--- config.mk ---
export PLATFORM = sky130hd
export DESIGN_NAME = aes256_dec_key_sched
export DESIGN_NICKNAME = d
export VERILOG_FILES = /design/src/rtl/aes_pkg.sv /design/src/rtl/aes_sbox.sv /design/src/rtl/aes256_dec_key_sched.sv
export SDC_FILE = /design/constraint.sdc
export NUM_CORES = 2
export LEC_CHECK = 0
export CAP_MARGIN = 10
export CORE_MARGIN = 2
export CORE_UTILIZATION = 35
export DETAILED_ROUTE_END_ITERATION = 8
export SLEW_MARGIN = 30
export SYNTH_ARGS = -nofsm -noshare
export SYNTH_HDL_FRONTEND = slang
export SYNTH_HIERARCHICAL = 1
export SYNTH_SLANG_ARGS = --single-unit
--- constraint.sdc ---
create_clock -name clk -period 20.2 [get_ports clk]
set_input_delay 6.06 -clock clk [delete_from_list [all_inputs] [get_ports clk]]
set_output_delay 6.06 -clock clk [all_outputs]
set_load 0.05 [all_outputs]
--- src/rtl/aes_pkg.sv ---
// Shared AES definitions for the AES-256 decryption key scheduler.
// Contents: round counts, RCON constants, word/round-key typedefs, scheduler
// FSM state enum, and GF(2^8) helpers for InvMixColumns. The InvMixColumns
// helpers are only instantiated when AES_EQ_INV_CIPHER_EN is defined.
package aes_pkg;

  localparam int unsigned AES256_NR     = 14;
  localparam int unsigned AES256_NUM_RK = AES256_NR + 1;
  localparam int unsigned AES_WORD_W    = 32;
  localparam int unsigned AES_RK_W      = 128;

  typedef logic [AES_WORD_W-1:0] aes_word_t;
  typedef logic [AES_RK_W-1:0]   aes_rk_t;

  // Round constants used by the AES-256 expansion, one per even round key
  localparam logic [7:0] AES_RCON [7] = '{8'h01, 8'h02, 8'h04, 8'h08, 8'h10, 8'h20, 8'h40};

  typedef enum logic [1:0] {
    KS_IDLE   = 2'd0,
    KS_EXPAND = 2'd1,
    KS_DONE   = 2'd2
  } key_sched_state_e;

  // GF(2^8) multiply modulo x^8+x^4+x^3+x+1
  function automatic logic [7:0] aes_gmul(input logic [7:0] a, input logic [7:0] b);
    logic [7:0] p;
    logic [7:0] x;
    p = 8'h00;
    x = a;
    for (int i = 0; i < 8; i++) begin
      if (b[i]) p = p ^ x;
      x = {x[6:0], 1'b0} ^ (x[7] ? 8'h1b : 8'h00);
    end
    return p;
  endfunction

  // InvMixColumns on one column; byte 0 of the column is the MSB
  function automatic aes_word_t aes_inv_mix_col(input aes_word_t c);
    logic [7:0] a0, a1, a2, a3;
    a0 = c[31:24];
    a1 = c[23:16];
    a2 = c[15:8];
    a3 = c[7:0];
    return {aes_gmul(a0, 8'h0e) ^ aes_gmul(a1, 8'h0b) ^ aes_gmul(a2, 8'h0d) ^ aes_gmul(a3, 8'h09),
            aes_gmul(a0, 8'h09) ^ aes_gmul(a1, 8'h0e) ^ aes_gmul(a2, 8'h0b) ^ aes_gmul(a3, 8'h0d),
            aes_gmul(a0, 8'h0d) ^ aes_gmul(a1, 8'h09) ^ aes_gmul(a2, 8'h0e) ^ aes_gmul(a3, 8'h0b),
            aes_gmul(a0, 8'h0b) ^ aes_gmul(a1, 8'h0d) ^ aes_gmul(a2, 8'h09) ^ aes_gmul(a3, 8'h0e)};
  endfunction

  // InvMixColumns applied to all four columns of a round key
  function automatic aes_rk_t aes_inv_mix_rk(input aes_rk_t rk);
    return {aes_inv_mix_col(rk[127:96]), aes_inv_mix_col(rk[95:64]),
            aes_inv_mix_col(rk[63:32]),  aes_inv_mix_col(rk[31:0])};
  endfunction

endpackage

--- src/rtl/aes_sbox.sv ---
// Combinational AES forward S-box (SubBytes on one byte).
// Ports: i_byte - input byte; o_byte_c - substituted byte (combinational).
module aes_sbox (
  input  logic [7:0] i_byte,
  output logic [7:0] o_byte_c
);

  localparam logic [7:0] SBOX [256] = '{
    8'h63, 8'h7c, 8'h77, 8'h7b, 8'hf2, 8'h6b, 8'h6f, 8'hc5, 8'h30, 8'h01, 8'h67, 8'h2b, 8'hfe, 8'hd7, 8'hab, 8'h76,
    8'hca, 8'h82, 8'hc9, 8'h7d, 8'hfa, 8'h59, 8'h47, 8'hf0, 8'had, 8'hd4, 8'ha2, 8'haf, 8'h9c, 8'ha4, 8'h72, 8'hc0,
    8'hb7, 8'hfd, 8'h93, 8'h26, 8'h36, 8'h3f, 8'hf7, 8'hcc, 8'h34, 8'ha5, 8'he5, 8'hf1, 8'h71, 8'hd8, 8'h31, 8'h15,
    8'h04, 8'hc7, 8'h23, 8'hc3, 8'h18, 8'h96, 8'h05, 8'h9a, 8'h07, 8'h12, 8'h80, 8'he2, 8'heb, 8'h27, 8'hb2, 8'h75,
    8'h09, 8'h83, 8'h2c, 8'h1a, 8'h1b, 8'h6e, 8'h5a, 8'ha0, 8'h52, 8'h3b, 8'hd6, 8'hb3, 8'h29, 8'he3, 8'h2f, 8'h84,
    8'h53, 8'hd1, 8'h00, 8'hed, 8'h20, 8'hfc, 8'hb1, 8'h5b, 8'h6a, 8'hcb, 8'hbe, 8'h39, 8'h4a, 8'h4c, 8'h58, 8'hcf,
    8'hd0, 8'hef, 8'haa, 8'hfb, 8'h43, 8'h4d, 8'h33, 8'h85, 8'h45, 8'hf9, 8'h02, 8'h7f, 8'h50, 8'h3c, 8'h9f, 8'ha8,
    8'h51, 8'ha3, 8'h40, 8'h8f, 8'h92, 8'h9d, 8'h38, 8'hf5, 8'hbc, 8'hb6, 8'hda, 8'h21, 8'h10, 8'hff, 8'hf3, 8'hd2,
    8'hcd, 8'h0c, 8'h13, 8'hec, 8'h5f, 8'h97, 8'h44, 8'h17, 8'hc4, 8'ha7, 8'h7e, 8'h3d, 8'h64, 8'h5d, 8'h19, 8'h73,
    8'h60, 8'h81, 8'h4f, 8'hdc, 8'h22, 8'h2a, 8'h90, 8'h88, 8'h46, 8'hee, 8'hb8, 8'h14, 8'hde, 8'h5e, 8'h0b, 8'hdb,
    8'he0, 8'h32, 8'h3a, 8'h0a, 8'h49, 8'h06, 8'h24, 8'h5c, 8'hc2, 8'hd3, 8'hac, 8'h62, 8'h91, 8'h95, 8'he4, 8'h79,
    8'he7, 8'hc8, 8'h37, 8'h6d, 8'h8d, 8'hd5, 8'h4e, 8'ha9, 8'h6c, 8'h56, 8'hf4, 8'hea, 8'h65, 8'h7a, 8'hae, 8'h08,
    8'hba, 8'h78, 8'h25, 8'h2e, 8'h1c, 8'ha6, 8'hb4, 8'hc6, 8'he8, 8'hdd, 8'h74, 8'h1f, 8'h4b, 8'hbd, 8'h8b, 8'h8a,
    8'h70, 8'h3e, 8'hb5, 8'h66, 8'h48, 8'h03, 8'hf6, 8'h0e, 8'h61, 8'h35, 8'h57, 8'hb9, 8'h86, 8'hc1, 8'h1d, 8'h9e,
    8'he1, 8'hf8, 8'h98, 8'h11, 8'h69, 8'hd9, 8'h8e, 8'h94, 8'h9b, 8'h1e, 8'h87, 8'he9, 8'hce, 8'h55, 8'h28, 8'hdf,
    8'h8c, 8'ha1, 8'h89, 8'h0d, 8'hbf, 8'he6, 8'h42, 8'h68, 8'h41, 8'h99, 8'h2d, 8'h0f, 8'hb0, 8'h54, 8'hbb, 8'h16
  };

  assign o_byte_c = SBOX[i_byte];

endmodule

--- src/rtl/aes256_dec_key_sched.sv ---
// AES-256 decryption key scheduler: expands a 256-bit key into 15 round keys,
// one per cycle, and serves them by index through a registered read port.
// Ports: clk/rst_n (async active-low); key_i/key_valid_i/key_ready_o key offer
// handshake; busy_o high during expansion; keys_valid_o high once all keys
// are stored; rd_round_i selects a key, returned on rd_key_o one cycle later.
// Optional macro AES_EQ_INV_CIPHER_EN: store rk[1..13] after InvMixColumns
// for the equivalent inverse cipher.
module aes256_dec_key_sched
  import aes_pkg::*;
#(
  parameter int unsigned NR   = AES256_NR,
  parameter int unsigned RK_W = AES_RK_W
) (
  input  logic            clk,
  input  logic            rst_n,
  input  logic [2*RK_W-1:0] key_i,
  input  logic            key_valid_i,
  output logic            key_ready_o,
  output logic            busy_o,
  output logic            keys_valid_o,
  input  logic [3:0]      rd_round_i,
  output logic [RK_W-1:0] rd_key_o
);

  localparam int unsigned IDX_W = 4;

  key_sched_state_e  r_state;
  logic [IDX_W-1:0]  r_ctr;
  logic              r_key_ready;
  logic              r_busy;
  logic              r_keys_valid;
  logic [RK_W-1:0]   r_rd_key;
  aes_rk_t           r_rk [AES256_NUM_RK];

  logic      w_accept;
  aes_rk_t   w_prev2;
  aes_word_t w_last;
  aes_word_t w_sub_in;
  aes_word_t w_sub_out;
  aes_word_t w_t;
  aes_word_t w_k0, w_k1, w_k2, w_k3;
  aes_rk_t   w_new_rk;
  aes_rk_t   w_store_new;
  aes_rk_t   w_store_k1;
  logic [2:0] w_rcon_idx;
  logic [7:0] w_rcon;

  assign w_accept = key_valid_i & r_key_ready;

  // Recurrence sources: the raw rk[ctr-2] and last word of rk[ctr-1]
`ifdef AES_EQ_INV_CIPHER_EN
  aes_rk_t r_shadow2;
  aes_rk_t r_shadow1;
  assign w_prev2 = r_shadow2;
  assign w_last  = r_shadow1[31:0];
`else
  logic [IDX_W-1:0] w_idx_m2;
  logic [IDX_W-1:0] w_idx_m1;
  assign w_idx_m2 = IDX_W'(r_ctr - IDX_W'(2));
  assign w_idx_m1 = IDX_W'(r_ctr - IDX_W'(1));
  assign w_prev2  = r_rk[w_idx_m2];
  assign w_last   = r_rk[w_idx_m1][31:0];
`endif

  // Even keys use RotWord + RCON, odd keys use plain SubWord
  assign w_sub_in = r_ctr[0] ? w_last : {w_last[23:0], w_last[31:24]};

  for (genvar g = 0; g < 4; g++) begin : g_subword
    aes_sbox u_sbox (
      .i_byte   (w_sub_in[8*g +: 8]),
      .o_byte_c (w_sub_out[8*g +: 8])
    );
  end

  // ctr/2-1 indexes RCON; out-of-range only outside EXPAND, so zero it
  assign w_rcon_idx = 3'(r_ctr[3:1] - 3'd1);
  assign w_rcon     = (w_rcon_idx < 3'd7) ? AES_RCON[w_rcon_idx] : 8'h00;
  assign w_t        = r_ctr[0] ? w_sub_out : (w_sub_out ^ {w_rcon, 24'h000000});

  assign w_k0     = w_prev2[127:96] ^ w_t;
  assign w_k1     = w_prev2[95:64]  ^ w_k0;
  assign w_k2     = w_prev2[63:32]  ^ w_k1;
  assign w_k3     = w_prev2[31:0]   ^ w_k2;
  assign w_new_rk = {w_k0, w_k1, w_k2, w_k3};

  // Stored form of each key; first and last round keys stay unmodified
`ifdef AES_EQ_INV_CIPHER_EN
  assign w_store_new = (r_ctr == IDX_W'(NR)) ? w_new_rk : aes_inv_mix_rk(w_new_rk);
  assign w_store_k1  = aes_inv_mix_rk(key_i[127:0]);
`else
  assign w_store_new = w_new_rk;
  assign w_store_k1  = key_i[127:0];
`endif

  // Round-key store: not reset, reads are masked until keys_valid
  always_ff @(posedge clk) begin
    if (w_accept) begin
      r_rk[0] <= key_i[255:128];
      r_rk[1] <= w_store_k1;
    end else if (r_state == KS_EXPAND) begin
      r_rk[r_ctr] <= w_store_new;
    end
  end

`ifdef AES_EQ_INV_CIPHER_EN
  // Raw copies of the two most recent keys feed the recurrence
  always_ff @(posedge clk) begin
    if (w_accept) begin
      r_shadow2 <= key_i[255:128];
      r_shadow1 <= key_i[127:0];
    end else if (r_state == KS_EXPAND) begin
      r_shadow2 <= r_shadow1;
      r_shadow1 <= w_new_rk;
    end
  end
`endif

  // Control FSM with registered handshake/status outputs and read port
  always_ff @(posedge clk or negedge rst_n) begin
    if (!rst_n) begin
      r_state      <= KS_IDLE;
      r_ctr        <= '0;
      r_key_ready  <= 1'b1;
      r_busy       <= 1'b0;
      r_keys_valid <= 1'b0;
      r_rd_key     <= '0;
    end else begin
      r_rd_key <= (r_keys_valid && (rd_round_i <= IDX_W'(NR))) ? r_rk[rd_round_i] : '0;
      case (r_state)
        KS_IDLE, KS_DONE: begin
          if (w_accept) begin
            r_state      <= KS_EXPAND;
            r_ctr        <= IDX_W'(2);
            r_key_ready  <= 1'b0;
            r_busy       <= 1'b1;
            r_keys_valid <= 1'b0;
          end
        end
        KS_EXPAND: begin
          r_ctr <= IDX_W'(r_ctr + IDX_W'(1));
          if (r_ctr == IDX_W'(NR)) begin
            r_state      <= KS_DONE;
            r_key_ready  <= 1'b1;
            r_busy       <= 1'b0;
            r_keys_valid <= 1'b1;
          end
        end
        default: r_state <= KS_IDLE;
      endcase
    end
  end

  assign key_ready_o  = r_key_ready;
  assign busy_o       = r_busy;
  assign keys_valid_o = r_keys_valid;
  assign rd_key_o     = r_rd_key;

endmodule

After elaboration in Yosys (flattened, before gate mapping)
Memories as Yosys holds them, arrays and structs flattened.
Cells that the tools add are included.
{"block": "classes", "addsub": 4, "n_mul": 0, "div_mod_pow": 0, "n_lt_le_gt_ge": 7, "n_eq_ne": 5, "shifts": 0, "mux": 33, "n_bitwise": 11, "reduce_logical": 8}
{"operator": "128-bit two-way mux", "count": 2}
{"operator": "32-bit bitwise XOR", "count": 5}
{"operator": "128-bit OR reduction", "count": 1}
{"operator": "8-bit two-way mux", "count": 11}
{"operator": "32-bit two-way mux", "count": 2}
{"operator": "9-bit >= comparator, second input constant", "count": 4}
{"operator": "8-bit NOT with 9-bit output", "count": 4}
{"operator": "1-bit two-way mux", "count": 10}
{"operator": "4-bit two-way mux", "count": 2}
{"operator": "4-bit case mux with 2 select lines", "count": 1}
{"operator": "4-bit by 1-bit adder with 4-bit output, second input constant", "count": 1}
{"operator": "4-bit equality test, second input constant", "count": 1}
{"operator": "4-bit >= comparator, second input constant", "count": 1}
{"operator": "4-bit <= comparator, second input constant", "count": 1}
{"operator": "2-bit two-way mux", "count": 2}
{"operator": "3-bit NOT with 4-bit output", "count": 1}
{"operator": "1-bit case mux with 2 select lines", "count": 2}
{"operator": "2-bit case mux with 2 select lines", "count": 1}
{"operator": "2-bit AND reduction", "count": 2}
{"operator": "4-bit by 1-bit subtractor with 4-bit output, second input constant", "count": 1}
{"operator": "4-bit by 2-bit subtractor with 4-bit output, second input constant", "count": 1}
{"operator": "3-bit < comparator, second input constant", "count": 1}
{"operator": "3-bit AND reduction", "count": 1}
{"operator": "3-bit by 1-bit subtractor with 3-bit output, second input constant", "count": 1}
{"operator": "9 further kinds", "count": 9}
{"block": "totals", "regBits": 137, "latchBits": 0, "ram_bits": 1920, "mem_bits_ro": 8256, "elab_cells": 80, "n_memories": 6}
{"name": "(name not given)", "words": 256, "width": 8, "rd": 1, "rd_clocked_by_memory_dff": 0, "write_ports": 0, "line_no": "aes_sbox.sv:27", "rtl": "assign o_byte_c = SBOX[i_byte];"}
{"name": "(name not given)", "words": 256, "width": 8, "rd": 1, "rd_clocked_by_memory_dff": 0, "write_ports": 0, "line_no": "aes_sbox.sv:27"}
{"name": "(name not given)", "words": 256, "width": 8, "rd": 1, "rd_clocked_by_memory_dff": 0, "write_ports": 0, "line_no": "aes_sbox.sv:27"}
{"name": "(name not given)", "words": 256, "width": 8, "rd": 1, "rd_clocked_by_memory_dff": 0, "write_ports": 0, "line_no": "aes_sbox.sv:27"}
{"name": "r_rk", "words": 15, "width": 128, "rd": 3, "rd_clocked_by_memory_dff": 0, "write_ports": 2, "line_no": "aes256_dec_key_sched.sv:33", "rtl": "aes_rk_t r_rk [AES256_NUM_RK];"}
{"name": "(name not given)", "words": 8, "width": 8, "rd": 1, "rd_clocked_by_memory_dff": 0, "write_ports": 0, "line_no": "aes256_dec_key_sched.sv:77", "rtl": "assign w_rcon = (w_rcon_idx < 3'd7) ? AES_RCON[w_rcon_idx] : 8'h00;"}

Logic depth before layout (Yosys ltp)
An unclocked memory read counts as a cell.
{"block": "depth", "depth_word": 14, "mapped_depth": 31}

Cells and area by module
Netlist, hierarchy kept.
{"mod": "aes256_dec_key_sched", "instances": 1, "cells_each": 5640, "area_each_um2": 107216.6, "seq_area_each_um2": 64928.5}
{"mod": "aes_sbox", "instances": 4, "cells_each": 507, "area_each_um2": 3179.3, "seq_area_each_um2": 0.0}

Worst setup path after synthesis
Ideal clock, no wire load.
{"block": "synth_timing", "path_type": "input port to flip-flop", "startpoint": "input port key_valid_i", "endpoint": "memory r_rk[3][0] in the netlist's numbering (enable)", "setup_time_ns": 0.772, "t_arrival_ns": 15.076, "setup_slack_ns": 4.352, "path_stages": 3, "n_path_buf": 0, "cell_sequence": "a21oi_1 nand2_1 nor3_1"}
{"element": "start, declared", "line_no": "aes256_dec_key_sched.sv:17", "rtl": "input logic key_valid_i,"}
{"element": "end, declared", "line_no": "aes256_dec_key_sched.sv:33"}

==> flow_metrics.tcl <==
set metrics [dict create \
    drcViolationCount 0 \
    ys_ff_latch 2185 \
    portBuffers 393 \
    setup_violations 0 \
    post_drt_wl_per_cell_microns 38.0 \
    wl_mm 480 \
    vias_per_cell 6.57 \
    dieArea_sq_um 347000 \
    status "finished, final reports clean" \
    rsz0062_at_grt "false" \
    synth-edff-count 2048 \
    relSlewSlack_pct 26.4 \
    synthDistinctLibCells 85 \
    pre_cts_slack_ns 9.50 \
    critical-path-slowest-cell "dfrtp_4" \
    cts_resized 0 \
    hp-class "reg -> reg" \
    netlist.area_leader.share_pct 51.3 \
    cp-end-kind "flip-flop" \
    drive_above_1_share_pct 27.6 \
    maxCapViolCount 0 \
    start_util_pct 35.2 \
    hold_buffers 0 \
    worstSetupPathType "reg -> reg" \
    fin_crit_ns 9.73 \
    first_pass_iters 6 \
    path_cells "buf_12 > inv_4 > ha_4 > buf_4 > mux4_2 > mux4_2 > nand2_1 > nand2_1 > buf_4 > inv_1 > ha_1 > buf_4 > nand2b_1 > a311oi_1 > o21ai_0 > a211oi_1 > a311oi_1 > xor2_1 > xnor2_4 > buf_16 > xor2_4 > xor2_2 > mux2_1" \
    yosysTopAreaCell "edfxtp_1" \
    worst_slew_pin_slew_ns 1.08 \
    worstSetupStartpointType "flip-flop" \
    rows 214 \
    dr_total_vias 83100 \
    worstHoldStart "busy_o" \
    slew_viol_final 0 \
    max_stage_delay_ns 0.73 \
    dp.cells 12200 \
    synthTopCellsByCount "edfxtp_1, mux4_2, nand2_1" \
    overflow 0 \
    hold_viol 0 \
    ctsHtreeMaxLevel 4 \
    fin_ws_ns 10.47 \
    gp_congestion 0.991 \
    startpoint "r_ctr[1]" \
    ant_nets 0 \
    synth_area_sq_um 120000 \
    area.growth.synth_to_final_pct 14.6 \
    cts_buffers 235 \
    r2r_start "r_ctr[1]" \
    critPathArrivalTime_ns 10.40 \
    die_h_microns 589 \
    clk_path_buf_depth 4 \
    final_util_pct 40.4 \
    cts_tree "built" \
    grt_pass1_vias 81300 \
    grt_pass1_wl_mm 665 \
    cts_setup_buffers 0 \
    fmax_mhz 103 \
    finClkSkew_ns 0.0614 \
    ys.warnings.count 6 \
    nets 8223 \
    synth_area_per_cell_sq_um 15.6 \
    cts-root-buf "clkbuf_16" \
    path_buf_inv 7 \
    synth_nets 8001 \
    critPathTopFamily "buffers and inverters" \
    setup_tns_ns 0 \
    hpwl_mm 310 \
    grt_antenna_before_repair 27 \
    synth_cells 7668 \
    crit_required_ns 20.87 \
    synth-seq-area-share_pct 54.1 \
    ys.flop_type "edfxtp_1" \
    layoutNonFillerInstCount 12600 \
    cp_common_cell "buf_4" \
    die_w_microns 589 \
    ys_top_cells_by_area "edfxtp_1, mux4_2, dfrtp_1" \
    clkSlewWorstSetupHoldPaths_ns 0.06 \
    period_share_pct 48.2 \
    dr.first_iter.drc_count 12800 \
    synthArstFlopShare_pct 6.27 \
    worstSkewPairLatency_ns 0.95 \
    crit_fanout 44 \
    grt_usage_pct 27.0 \
    ios 394 \
    cts_sinks 2185 \
    yosys.cell_count.top_type "edfxtp_1" \
    core-area_sq_um 340000 \
    grt_max_degree 117 \
]
[state kept, by name (all words and copies together) (netlist names)]
signal,cells
r_rk,2048
rd_key_o,128
r_ctr,4
r_state,2
busy_o,1
key_ready_o,1
keys_valid_o,1
[routing by layer]
| metal | track usage (%) | routed length [microns] |
|---|---|---|
| met4 | 12.8 | 27200 |
| met5 | 0.274 | 281 |
| met3 | 6.90 | 54400 |
| met2 | 41.6 | 218000 |
| met1 | 35.8 | 181000 |
[worst register-to-register path: cells and delay by family (launching register included)]
| kind | cells | cell delay [ns] |
|---|---|---|
| AOI/OAI and AO/OA | 4 | 1.18 |
| xor gates and xnor gates | 4 | 1.94 |
| muxes | 3 | 1.57 |
| buffers and inverters | 7 | 2.29 |
| and+or+nand+nor | 3 | 0.90 |
| DFF | 1 | 0.73 |
| adders and majority gates | 2 | 0.87 |
[logic make-up after synthesis]
family          share of synthesized area (%)
mux                                      27.8
xor+xnor                                 1.19
flops                                    54.1
buf+inv                                  3.03
fa+ha+maj                               0.730
compound gates                           6.82
simple gates                             6.34
[layout make-up]
cell class / count / area (sq um)
clock buffers: 286 / 6240
fillers: 30700 / 203000
clock inverters: 154 / 1980
multi-input cells: 4696 / 52000
repair buffers: 653 / 6180
well taps: 4536 / 5680
flip-flops and latches: 2185 / 64900
inverters: 119 / 457
diodes: 10 / 25.0
[placed cells by master (no fill, tap or decap), types with 23 or more instances in the layout]
cell / synthesis / final
nor4_1: 24 / 24
clkdlybuf4s50_1: 0 / 388
and3_1: 49 / 49
nor3_1: 108 / 106
o31ai_1: 76 / 76
clkinvlp_4: 0 / 23
mux2i_1: 269 / 261
buf_4: 44 / 240
o21a_1: 28 / 28
nand2b_1: 64 / 64
bufinv_16: 0 / 37
a31oi_1: 75 / 73
o211ai_1: 65 / 65
mux2_2: 104 / 104
a21oi_1: 206 / 201
o21ai_1: 80 / 78
xor2_1: 59 / 49
nand3_1: 162 / 162
clkinv_1: 2 / 32
o311ai_1: 28 / 28
nor2b_1: 192 / 190
a311oi_1: 40 / 38
clkbuf_1: 292 / 35
xnor2_1: 89 / 77
or2_2: 29 / 29
o21ai_0: 251 / 251
nand4_1: 28 / 28
a211oi_1: 75 / 74
nand2_1: 599 / 580
dfrtp_1: 136 / 134
ha_1: 70 / 68
a22oi_1: 36 / 36
clkinv_2: 0 / 37
nor2_1: 204 / 192
inv_1: 108 / 105
clkbuf_16: 0 / 236
o311ai_0: 28 / 28
mux4_2: 1300 / 1300
edfxtp_1: 2048 / 2048
[per-stage QoR]
step	cell area [sq um]	hold slack [ns]
after floorplan	120000	0.490
after global placement	129000	0.470
after detailed placement	129000	0.478
after CTS	137000	0.493
after global routing	137000	0.522
final	137000	0.492
[final timing paths]
check | endpoint | slack, ns | depth (start not counted)
worst max-delay path | r_rk[1][58] | 10.47 | 23
worst min-delay path | busy_o | 0.49 | 2
max in group asynchronous | rd_key_o[32] | 13.07 | 3
worst min register to register | busy_o | 0.49 | 2
worst max register to register | r_rk[1][58] | 10.47 | 23
min in group asynchronous | rd_key_o[105] | 5.12 | 1
Power is left out: the tool's default activity adds up to more than one toggle a clock period on the data nets, which glitch-free logic cannot reach.
